<file path="config.mk">
export PLATFORM = sky130hd
export DESIGN_NAME = multicycle_ctrl
export DESIGN_NICKNAME = d
export VERILOG_FILES = /design/src/rtl/multicycle_ctrl.sv
export SDC_FILE = /design/constraint.sdc
export NUM_CORES = 1
export LEC_CHECK = 0
export CAP_MARGIN = 20
export CORE_MARGIN = 4
export CORE_UTILIZATION = 41
export DETAILED_ROUTE_END_ITERATION = 8
export PLACE_DENSITY = 0.79
export SETUP_SLACK_MARGIN = 0.1
export SYNTH_ARGS = -nofsm -noshare
export SYNTH_HDL_FRONTEND = slang
export SYNTH_SLANG_ARGS = --single-unit
</file>
<file path="constraint.sdc">
create_clock -name clk -period 1.7 [get_ports clk]
set_input_delay 0.34 -clock clk [delete_from_list [all_inputs] [get_ports clk]]
set_output_delay 0.34 -clock clk [all_outputs]
set_load 0.05 [all_outputs]
</file>
<file path="src/rtl/multicycle_ctrl.sv">
// Control FSM for the multicycle RV32I core: sequences fetch, decode, execute,
// memory and writeback, and drives the datapath mux selects, enables and imm_src.
module multicycle_ctrl #(
   parameter bit MEM_WAIT_EN = 1'b1,
   parameter bit TRAP_HALT   = 1'b1
) (
   input  logic       clk,
   input  logic       rst,
   input  logic [6:0] opcode,
   input  logic       br_true,
   input  logic       mem_ready,
   output logic       pc_write,
   output logic       ir_write,
   output logic       mem_read,
   output logic       mem_write,
   output logic       reg_write,
   output logic [2:0] imm_src,
   output logic [1:0] alu_src_a,
   output logic [1:0] alu_src_b,
   output logic [1:0] alu_op,
   output logic [1:0] result_src,
   output logic       illegal,
   output logic [3:0] state_o
);

   typedef enum logic [3:0] {
      S_FETCH    = 4'd0,
      S_DECODE   = 4'd1,
      S_EXEC_R   = 4'd2,
      S_EXEC_I   = 4'd3,
      S_EXEC_U   = 4'd4,
      S_MEM_ADDR = 4'd5,
      S_MEM_RD   = 4'd6,
      S_MEM_WB   = 4'd7,
      S_MEM_WR   = 4'd8,
      S_BRANCH   = 4'd9,
      S_JAL      = 4'd10,
      S_JALR     = 4'd11,
      S_LINK     = 4'd12,
      S_ALU_WB   = 4'd13,
      S_TRAP     = 4'd14
   } state_t;

   localparam logic [6:0] OP_R      = 7'b0110011;
   localparam logic [6:0] OP_I      = 7'b0010011;
   localparam logic [6:0] OP_LOAD   = 7'b0000011;
   localparam logic [6:0] OP_STORE  = 7'b0100011;
   localparam logic [6:0] OP_BRANCH = 7'b1100011;
   localparam logic [6:0] OP_JAL    = 7'b1101111;
   localparam logic [6:0] OP_JALR   = 7'b1100111;
   localparam logic [6:0] OP_LUI    = 7'b0110111;
   localparam logic [6:0] OP_AUIPC  = 7'b0010111;

   state_t     state_q, state_d;
   logic [2:0] imm_src_q, imm_src_d;
   logic       illegal_q, illegal_d;

   logic       mem_rdy;
   logic       pc_write_c, ir_write_c, mem_read_c, mem_write_c, reg_write_c;
   logic [1:0] alu_src_a_c, alu_src_b_c, alu_op_c, result_src_c;

   // mem_ready completes the access in the same cycle it is seen high while a
   // strobe is asserted; the FSM holds and keeps the strobe up until then.
   assign mem_rdy = MEM_WAIT_EN ? mem_ready : 1'b1;

   always_comb begin
      state_d      = state_q;
      imm_src_d    = imm_src_q;
      illegal_d    = illegal_q;
      pc_write_c   = 1'b0;
      ir_write_c   = 1'b0;
      mem_read_c   = 1'b0;
      mem_write_c  = 1'b0;
      reg_write_c  = 1'b0;
      alu_src_a_c  = 2'b00;
      alu_src_b_c  = 2'b00;
      alu_op_c     = 2'b00;
      result_src_c = 2'b00;

      case (state_q)
         S_FETCH: begin
            mem_read_c   = 1'b1;
            alu_src_b_c  = 2'b10;
            result_src_c = 2'b10;
            pc_write_c   = mem_rdy;
            ir_write_c   = mem_rdy;
            if (mem_rdy) state_d = S_DECODE;
         end
         S_DECODE: begin
            // Branch/JAL target is computed here into ALUOut.
            alu_src_b_c = 2'b01;
            case (opcode)
               OP_STORE:         imm_src_d = 3'b001;
               OP_BRANCH:        imm_src_d = 3'b101;
               OP_LUI, OP_AUIPC: imm_src_d = 3'b010;
               OP_JAL:           imm_src_d = 3'b110;
               default:          imm_src_d = 3'b000;
            endcase
            case (opcode)
               OP_R:              state_d = S_EXEC_R;
               OP_I:              state_d = S_EXEC_I;
               OP_LOAD, OP_STORE: state_d = S_MEM_ADDR;
               OP_BRANCH:         state_d = S_BRANCH;
               OP_JAL:            state_d = S_JAL;
               OP_JALR:           state_d = S_JALR;
               OP_LUI, OP_AUIPC:  state_d = S_EXEC_U;
               default: begin
                  state_d   = S_TRAP;
                  illegal_d = 1'b1;
               end
            endcase
         end
         S_EXEC_R: begin
            alu_src_a_c = 2'b01;
            alu_op_c    = 2'b10;
            state_d     = S_ALU_WB;
         end
         S_EXEC_I: begin
            alu_src_a_c = 2'b01;
            alu_src_b_c = 2'b01;
            alu_op_c    = 2'b10;
            state_d     = S_ALU_WB;
         end
         S_EXEC_U: begin
            alu_src_a_c = (opcode == OP_LUI) ? 2'b10 : 2'b00;
            alu_src_b_c = 2'b01;
            state_d     = S_ALU_WB;
         end
         S_MEM_ADDR: begin
            alu_src_a_c = 2'b01;
            alu_src_b_c = 2'b01;
            state_d     = (opcode == OP_STORE) ? S_MEM_WR : S_MEM_RD;
         end
         S_MEM_RD: begin
            mem_read_c = 1'b1;
            if (mem_rdy) state_d = S_MEM_WB;
         end
         S_MEM_WB: begin
            reg_write_c  = 1'b1;
            result_src_c = 2'b01;
            state_d      = S_FETCH;
         end
         S_MEM_WR: begin
            mem_write_c = 1'b1;
            if (mem_rdy) state_d = S_FETCH;
         end
         S_BRANCH: begin
            alu_src_a_c = 2'b01;
            alu_op_c    = 2'b01;
            pc_write_c  = br_true;
            state_d     = S_FETCH;
         end
         S_JAL: begin
            pc_write_c = 1'b1;
            state_d    = S_LINK;
         end
         S_JALR: begin
            alu_src_a_c  = 2'b01;
            alu_src_b_c  = 2'b01;
            result_src_c = 2'b10;
            pc_write_c   = 1'b1;
            state_d      = S_LINK;
         end
         S_LINK: begin
            alu_src_b_c  = 2'b10;
            result_src_c = 2'b10;
            reg_write_c  = 1'b1;
            state_d      = S_FETCH;
         end
         S_ALU_WB: begin
            reg_write_c = 1'b1;
            state_d     = S_FETCH;
         end
         S_TRAP: begin
            illegal_d = 1'b1;
            state_d   = TRAP_HALT ? S_TRAP : S_FETCH;
         end
         default: state_d = S_FETCH;
      endcase
   end

   always_ff @(posedge clk) begin
      if (rst) begin
         state_q   <= S_FETCH;
         imm_src_q <= 3'b000;
         illegal_q <= 1'b0;
      end else begin
         state_q   <= state_d;
         imm_src_q <= imm_src_d;
         illegal_q <= illegal_d;
      end
   end

   // Reset suppresses every write so an aborted instruction leaves no trace.
   assign pc_write   = pc_write_c  & ~rst;
   assign ir_write   = ir_write_c  & ~rst;
   assign mem_read   = mem_read_c  & ~rst;
   assign mem_write  = mem_write_c & ~rst;
   assign reg_write  = reg_write_c & ~rst;
   assign alu_src_a  = rst ? 2'b00 : alu_src_a_c;
   assign alu_src_b  = rst ? 2'b00 : alu_src_b_c;
   assign alu_op     = rst ? 2'b00 : alu_op_c;
   assign result_src = rst ? 2'b00 : result_src_c;
   assign imm_src    = imm_src_q;
   assign illegal    = illegal_q;
   assign state_o    = state_q;

endmodule

</file>
==> results of run 1 <==
==> through the flow <==
step	instance area [um2]	setup WS, ns	cells	setup TNS, ns
detailed placement	1560	-0.379	178	-3.65
global placement	1560	-0.362	178	-3.00
floorplan	996	-0.132	105	-0.317
==> cell families after synthesis <==
kind of cell    count (synthesis)  share of synthesized area (%)
compound gates                 31                           26.5
xor+xnor                        2                           2.35
flops                           8                           21.5
simple gates                   51                           39.6
buf+inv                        13                           10.1
==> cells in the mapped netlist (2+ instances only) <==
cell | n | area share, %
sky130_fd_sc_hd__a21oi_1 | 12 | 8.1
sky130_fd_sc_hd__a31oi_1 | 3 | 2.5
sky130_fd_sc_hd__and3_1 | 2 | 1.7
sky130_fd_sc_hd__buf_1 | 3 | 1.5
sky130_fd_sc_hd__buf_6 | 2 | 3.0
sky130_fd_sc_hd__dfxtp_1 | 8 | 21
sky130_fd_sc_hd__inv_1 | 3 | 1.5
sky130_fd_sc_hd__inv_2 | 2 | 1.0
sky130_fd_sc_hd__nand2_1 | 6 | 3.0
sky130_fd_sc_hd__nand2b_1 | 3 | 2.5
sky130_fd_sc_hd__nand3_1 | 3 | 2.0
sky130_fd_sc_hd__nor2_1 | 11 | 5.5
sky130_fd_sc_hd__nor2b_1 | 4 | 3.4
sky130_fd_sc_hd__nor3_1 | 4 | 2.7
sky130_fd_sc_hd__nor4_1 | 5 | 4.2
sky130_fd_sc_hd__o21ai_0 | 2 | 1.3
sky130_fd_sc_hd__o22ai_1 | 3 | 2.5
sky130_fd_sc_hd__or3_1 | 2 | 1.7
==> results.json, run 1 <==
{
  "cts-resized-gates": 40,
  "avgSynthCellArea_um2": 7.10,
  "chipHeight_um": 50.6,
  "numCtsBuffers": 3,
  "gp_congestion": 0.807,
  "starting_density_pct": 43.2,
  "post-cts-setup-buffers": 17,
  "root_buffer": "sky130_fd_sc_hd__clkbuf_4",
  "failing_step": "clock tree synthesis",
  "clkSinkCount": 8,
  "number_of_core_rows": 15,
  "ys_async_sr_fraction_pct": 0,
  "floorplan.die.width_um": 50.6,
  "postSynthNetCount": 116,
  "synth_cells": 105,
  "num_io_pins": 32,
  "h-tree-depth": 1,
  "post_synthesis_sequential_area_ratio_pct": 21.5,
  "io_buffer_count": 31,
  "synth_ff_type": "sky130_fd_sc_hd__dfxtp_1",
  "tool.error": "[ERROR DPL-0038] Utilization greater than 100%, impossible to legalize",
  "cts.path.max_buffers": 2,
  "yosys_warnings": 0,
  "post-dp-hpwl_um": 2340,
  "synth_seq_cells": 8,
  "synth.cell_area_um2": 746,
  "number_of_enable_flip_flop_cells_after_synthesis": 0,
  "synth.distinct_cells": 45,
  "outcome": "stopped before the end",
  "postCtsHoldBufs": 0
}
==> run 2: changes to the inputs <==
- CORE_AREA: default -> 4 4 65 67
- CORE_MARGIN: 4 -> default
- CORE_UTILIZATION: 41 -> default
- DIE_AREA: default -> 0 0 69 71
- PLACE_DENSITY: 0.79 -> default
- PLACE_DENSITY_LB_ADDON: default -> 0.15
- SETUP_SLACK_MARGIN: 0.1 -> default
==> run 2 against run 1 <==
Effect of this change: the flow now finishes, with violations (negative setup slack); area after synthesis is the same; synthesized cell count unchanged.
==> results.json, run 2 <==
{
  "outcome": "finished, violations left",
  "violated_checks": "negative setup slack",
  "synth_seq_cells": 8,
  "avgSynthCellArea_um2": 7.10,
  "yosys-top-cells-count": "sky130_fd_sc_hd__a21oi_1, sky130_fd_sc_hd__nor2_1, sky130_fd_sc_hd__dfxtp_1",
  "global_route_met3_usage_pct": 2.98,
  "grt_most_used_layer": "met2",
  "floorplan.die.width_um": 69,
  "grt_usage_pct": 13.5,
  "hp-start": "imm_src[2]",
  "hold_viol": 0,
  "global_route.overflow_total": 0,
  "worst_path_most_repeated_cell": "sky130_fd_sc_hd__a21oi_2",
  "detail-route-antenna-nets": 0,
  "final_nets": 194,
  "worst_slack_ns": -0.0706,
  "synth_ff_type": "sky130_fd_sc_hd__dfxtp_1",
  "grt.met1_usage_pct": 16.3,
  "final.period_utilization_pct": 104,
  "yosys-top-cells-area": "sky130_fd_sc_hd__dfxtp_1, sky130_fd_sc_hd__a21oi_1, sky130_fd_sc_hd__nor2_1",
  "timing.slew.headroom_pct": 74.5,
  "power_frac_seq_pct": 12.2,
  "synth_top_area_share_pct": 21.5,
  "antenna_found_initial": 0,
  "clockPowerShare_pct": 8.3,
  "rsz0062_at_grt": "yes",
  "remaining_drc_errors": 0,
  "totalPowerFinal_mw": 2.84,
  "number_of_enable_flip_flop_cells_after_synthesis": 0,
  "yosys_warnings": 0,
  "worst_path_cell_trace": "or3_4 -> a21oi_2 -> a21oi_2 -> nor2_4 -> buf_12",
  "fin_util_pct": 54.2,
  "h-tree-depth": 1,
  "leading_cell_type_in_the_layout_fill_and_taps_excluded": "sky130_fd_sc_hd__buf_4",
  "power_density_nw_per_um2": 1440,
  "layout-drive-gt1-share_pct": 67.6,
  "worst_setup_path_start_kind": "flop",
  "post-place-cells": 204,
  "worst_setup_path_end_kind": "output pin",
  "numCtsBuffers": 3,
  "insertedDiodeCount": 0,
  "cts_tree": "yes",
  "worst_ep_required_time_ns": 1.36,
  "gp_congestion": 0.852,
  "vias": 1089,
  "placeableCoreArea_um2": 3630,
  "cts.path.max_buffers": 2,
  "grt_use_met2_pct": 23.7,
  "iteration_0_drc_count_of_the_detailed_router": 46,
  "worstPathArrival_ns": 1.43,
  "max_freq_mhz": 565,
  "critical_path_type": "reg2out",
  "setup_viol": 6,
  "synth_cells": 105,
  "yosys.cell_count.top_type": "sky130_fd_sc_hd__a21oi_1",
  "post-route-min-period_ns": 1.77,
  "synth.distinct_cells": 45,
  "holdCritPathClass": "reg2reg",
  "timing_max_transition_violations_final": 0,
  "chipHeight_um": 71,
  "final_cell_count_no_fill": 230,
  "p_switching_mw": 1.34,
  "biggest_cell_delay_along_the_critical_path_ns": 0.38,
  "ys_async_sr_fraction_pct": 0,
  "path_max_fanout": 5,
  "worstHoldPathCells": 2,
  "finalClockSkew_ns": 0.00382,
  "wire_length_of_the_first_global_routing_pass_um": 5560,
  "critical-path-slowest-cell": "sky130_fd_sc_hd__or3_4",
  "synthToLayoutAreaGrowth_pct": 164,
  "reg2reg_depth": 5,
  "p_comb_share_pct": 79.4,
  "static-leakage-power_nw": 0.830,
  "worstReg2RegStart": "state_o[3]",
  "synth_top_area_cell": "sky130_fd_sc_hd__dfxtp_1",
  "critical_path.top_delay_family": "simple AND/OR/NAND/NOR gates",
  "multiInputGateArea_um2": 773,
  "holdWs_ns": 0.454,
  "largest_register_ffs": 4,
  "routed_via_density": 4.73,
  "timing.max_cap.violations": 0,
  "insertion_delay_ns": 0.23,
  "layout_common_cells": "sky130_fd_sc_hd__buf_4, sky130_fd_sc_hd__buf_12, sky130_fd_sc_hd__nor2_1",
  "post-dp-hpwl_um": 2170,
  "seq_area_um2": 175,
  "filler_cell_count": 341,
  "tightest_slew_ns": 0.379,
  "p_int_mw": 1.50,
  "min_delay_worst_endpoint": "imm_src[2]",
  "vias_in_the_first_global_route": 1190,
  "path_clk_slew_ns": 0.04,
  "synth.cell_area_um2": 746,
  "number_of_core_rows": 22,
  "power.ir.vdd_worst_v": 0.000430,
  "detail_route.wirelength_um": 3270,
  "io_buffer_count": 31,
  "route.detailed.wl_per_inst_um": 14.2,
  "power.switching_fraction_pct": 47.1,
  "root_buffer": "sky130_fd_sc_hd__clkbuf_8",
  "grt_max_degree": 11,
  "clkSinkCount": 8,
  "post_synthesis_sequential_area_ratio_pct": 21.5,
  "num_io_pins": 32,
  "postSynthNetCount": 116,
  "reg2reg_slack_ns": 0.01,
  "worstReg2RegEnd": "imm_src[1]",
  "critical_path.n_buffers_inverters": 1,
  "drtPass1Iterations": 4,
  "dieArea_um2": 4900,
  "dpl_worst_slack_ns": -0.410,
  "starting_density_pct": 20.5
}
-- run 2: cell counts after synthesis --
Identical to the previous run, type by type.
-- run 2: power groups by stage --
stage / combinational (mW) / clock, mW / sequential, mW
floorplan: 1.04 / 0 / 0.469
global placement: 1.75 / 0 / 0.413
detailed placement: 1.75 / 0 / 0.413
CTS: 2.09 / 0.237 / 0.347
global route: 2.38 / 0.257 / 0.363
finish: 2.26 / 0.236 / 0.348
-- run 2: worst register-to-register path: stages, from the launching register on --
cell	delay (ns)
sky130_fd_sc_hd__dfxtp_4	0.36
sky130_fd_sc_hd__buf_4	0.14
sky130_fd_sc_hd__buf_4	0.14
sky130_fd_sc_hd__or4b_1	0.58
sky130_fd_sc_hd__a311oi_2	0.28
sky130_fd_sc_hd__nor3_1	0.07
-- run 2: worst max path at each step --
stage	slack, ns	startpoint	end	cells past startpoint
after floorplan	-0.13	state_o[2]	alu_src_b[0]	4
after global placement	-0.37	opcode[5]	state_o[3]	5
after detailed placement	-0.41	opcode[5]	state_o[3]	5
after CTS	-0.08	state_o[0]	result_src[1]	5
after global routing	-0.13	state_o[0]	result_src[1]	5
final	-0.07	state_o[0]	result_src[1]	5
-- run 2: repair_timing --
action	4_1_cts	5_1_grt
pin swaps	16	13
hold buffers	0	0
setup buffers	18	3
resized for setup	40	24
cloned	1	0
setup endpoints to repair	16	15
-- run 2: layer usage --
| metal | part of all wire, % | wire length, um | vias up |
|---|---|---|---|
| met3 | 3.0 | 99 | 4 |
| met2 | 56 | 1830 | 26 |
| met1 | 40 | 1300 | 513 |
| met5 | 0 | 0 | - |
| met4 | 1.2 | 38 | 0 |
| li1 | - | - | 546 |
-- run 2: cell families after synthesis --
logic type,count (synthesis),share of synthesized area (%)
compound gates,31,26.5
buf+inv,13,10.1
simple gates,51,39.6
flops,8,21.5
xor+xnor,2,2.35
-- run 2: final cells by class --
cell class                      instances  area share (%)
Inverter                                5            1.59
Clock buffer                            4            2.29
Tap cell                               48            3.05
Multi-Input combinational cell         84            39.3
Sequential cell                         8            8.90
Timing Repair Buffer                   81            44.9
-- run 2: metrics by stage --
step | instance area [um2] | TNS (ns)
floorplan | 943 | -0.395
global placement | 1590 | -2.46
detailed placement | 1590 | -2.62
CTS | 1860 | -0.196
global route | 1970 | -0.807
finish | 1970 | -0.169
Power figures use the tool's default switching activity.
==> variant, RTL diff (config.mk and constraints of run 2) <==
Reset style: asynchronous (`rst`), changed in one clocked block.
--- a/src/rtl/multicycle_ctrl.sv
+++ b/src/rtl/multicycle_ctrl.sv
@@ -180,5 +180,5 @@
    end
 
-   always_ff @(posedge clk) begin
+   always_ff @(posedge clk or posedge rst) begin
       if (rst) begin
          state_q   <= S_FETCH;
Function: differs if rst is asserted again (counterexample within 4 cycles, from zero or initial values and one cycle with rst high); with rst held inactive, the same outputs for 10 cycles.
==> variant against run 2 <==
The flow still finishes with violations (setup timing); wire length shrank 10%; design area shrank 1.1%; area after synthesis grew 2.0%; worst setup slack lost 0.079 ns; sequential cell count is the same; total power grew 18%; synthesized cell count shrank 4.8%; clock power grew 3%; largest cell class unchanged; first-iteration DRC count shrank 26%.
==> variant: results <==
[global_routing]
globalRouteMet1Util_pct = 15.2
grt_max_degree = 9
grt_pass1_wl_um = 4900
met2_usage_pct = 20.2

[layout]
fill_cells = 329
area_growth_pct = 156
drive_gt1_share_pct = 65.2
num-nets-final = 190
final_cells = 226

[critical_path]
rr_startpoint = state_o[2]$_DFFE_PP0P_
cp_data_arrival_time_ns = 1.51
startpoint = state_o[0]$_DFFE_PP0P_
cp_max_fo = 7
r2r_cells = 6
rr_endpoint = state_o[1]$_DFFE_PP0P_

[place]
dpl.cell_count = 207
gp_congestion = 0.832
place_ws_ns = -0.324
dp_hpwl_um = 2210
dpl-instance-area_mm2 = 0.00161

[detailed_routing]
first_iter_violations = 34
via_count = 1040
wl_per_cell_um = 13.0

[timing]
tightestPinTransition_ns = 0.379
hold_slack_ns = 0.486
worst_slack_ns = -0.149
finalClockSkew_ns = 0.00878
finalSetupViolCount = 11

[yosys]
netlist_top_cells_count = nand2_1, dfrtp_1, nor2_1
ys.flop_type = dfrtp_1
synth_area_leaders = dfrtp_1, nand2b_1, nand2_1
synth.avg_cell_area_um2 = 7.61
syn-num-nets = 111
seq_area_frac_synth_pct = 26.3

[run_status]
failed_checks = setup timing
status = finished, violations left

[pwr]
ir_drop_mv = 0.791

[hold_path]
hp-start = imm_src[2]$_DFFE_PP0P_
min_to = imm_src[2]$_DFFE_PP0P_
-- variant: changes by cell type in the layout (fill, tap and decap cells not counted), sizes merged, moves of 3 or more --
| cell | before | now |
|---|---|---|
| buf | 74 | 71 |
| nand2 | 6 | 10 |
| dfxtp | 8 | 0 |
| nor4 | 5 | 2 |
| o22ai | 3 | 0 |
| a21oi | 12 | 5 |
| dlygate4sd2 | 4 | 7 |
| nand2b | 3 | 7 |
| dfrtp | 0 | 8 |
| nor2 | 12 | 8 |
-- variant: worst max-delay path, stage by stage (launching register included) --
cell	delay, ns
dfrtp_2	0.45
or3b_4	0.40
o21ai_2	0.07
a21oi_2	0.08
nor2_4	0.13
buf_12	0.14
-- variant: repair_timing --
| item | 4_1_cts | 5_1_grt |
|---|---|---|
| setup buffers | 11 | 4 |
| cloned | 0 | 0 |
| resized for setup | 38 | 18 |
| hold buffers | 0 | 0 |
| setup endpoints to repair | 15 | 18 |
| hold endpoints to repair | 0 | 0 |
| pin swaps | 10 | 10 |
-- variant: logic make-up after synthesis --
group	synth area share, %
flip-flops	26.3
AO/OA/AOI/OAI	21.7
buffers and inverters	6.08
AND/OR/NAND/NOR	43.4
multiplexers	1.32
XOR/XNOR	1.15
-- variant: routing by layer --
layer  wire length, um  up-vias  part of all wire, %
met5                 0        -                    0
met2              1500       29                   51
met3               130        2                  4.4
met4                18        0                 0.61
li1                  -      529                    -
met1              1290      480                   44
-- variant: layout make-up --
cell class	count	share of cell area, %
Tap cell	48	3.08
Multi-Input combinational cell	82	38.4
Sequential cell	8	10.5
Timing Repair Buffer	81	45.1
Inverter	3	0.578
Clock buffer	4	2.31
-- variant: power breakdown --
group	switching (uW)	total, uW	internal (uW)
clock	80.3	243	163
sequential	110	383	274
combinational	1330	2710	1380
total	1520	3340	1820
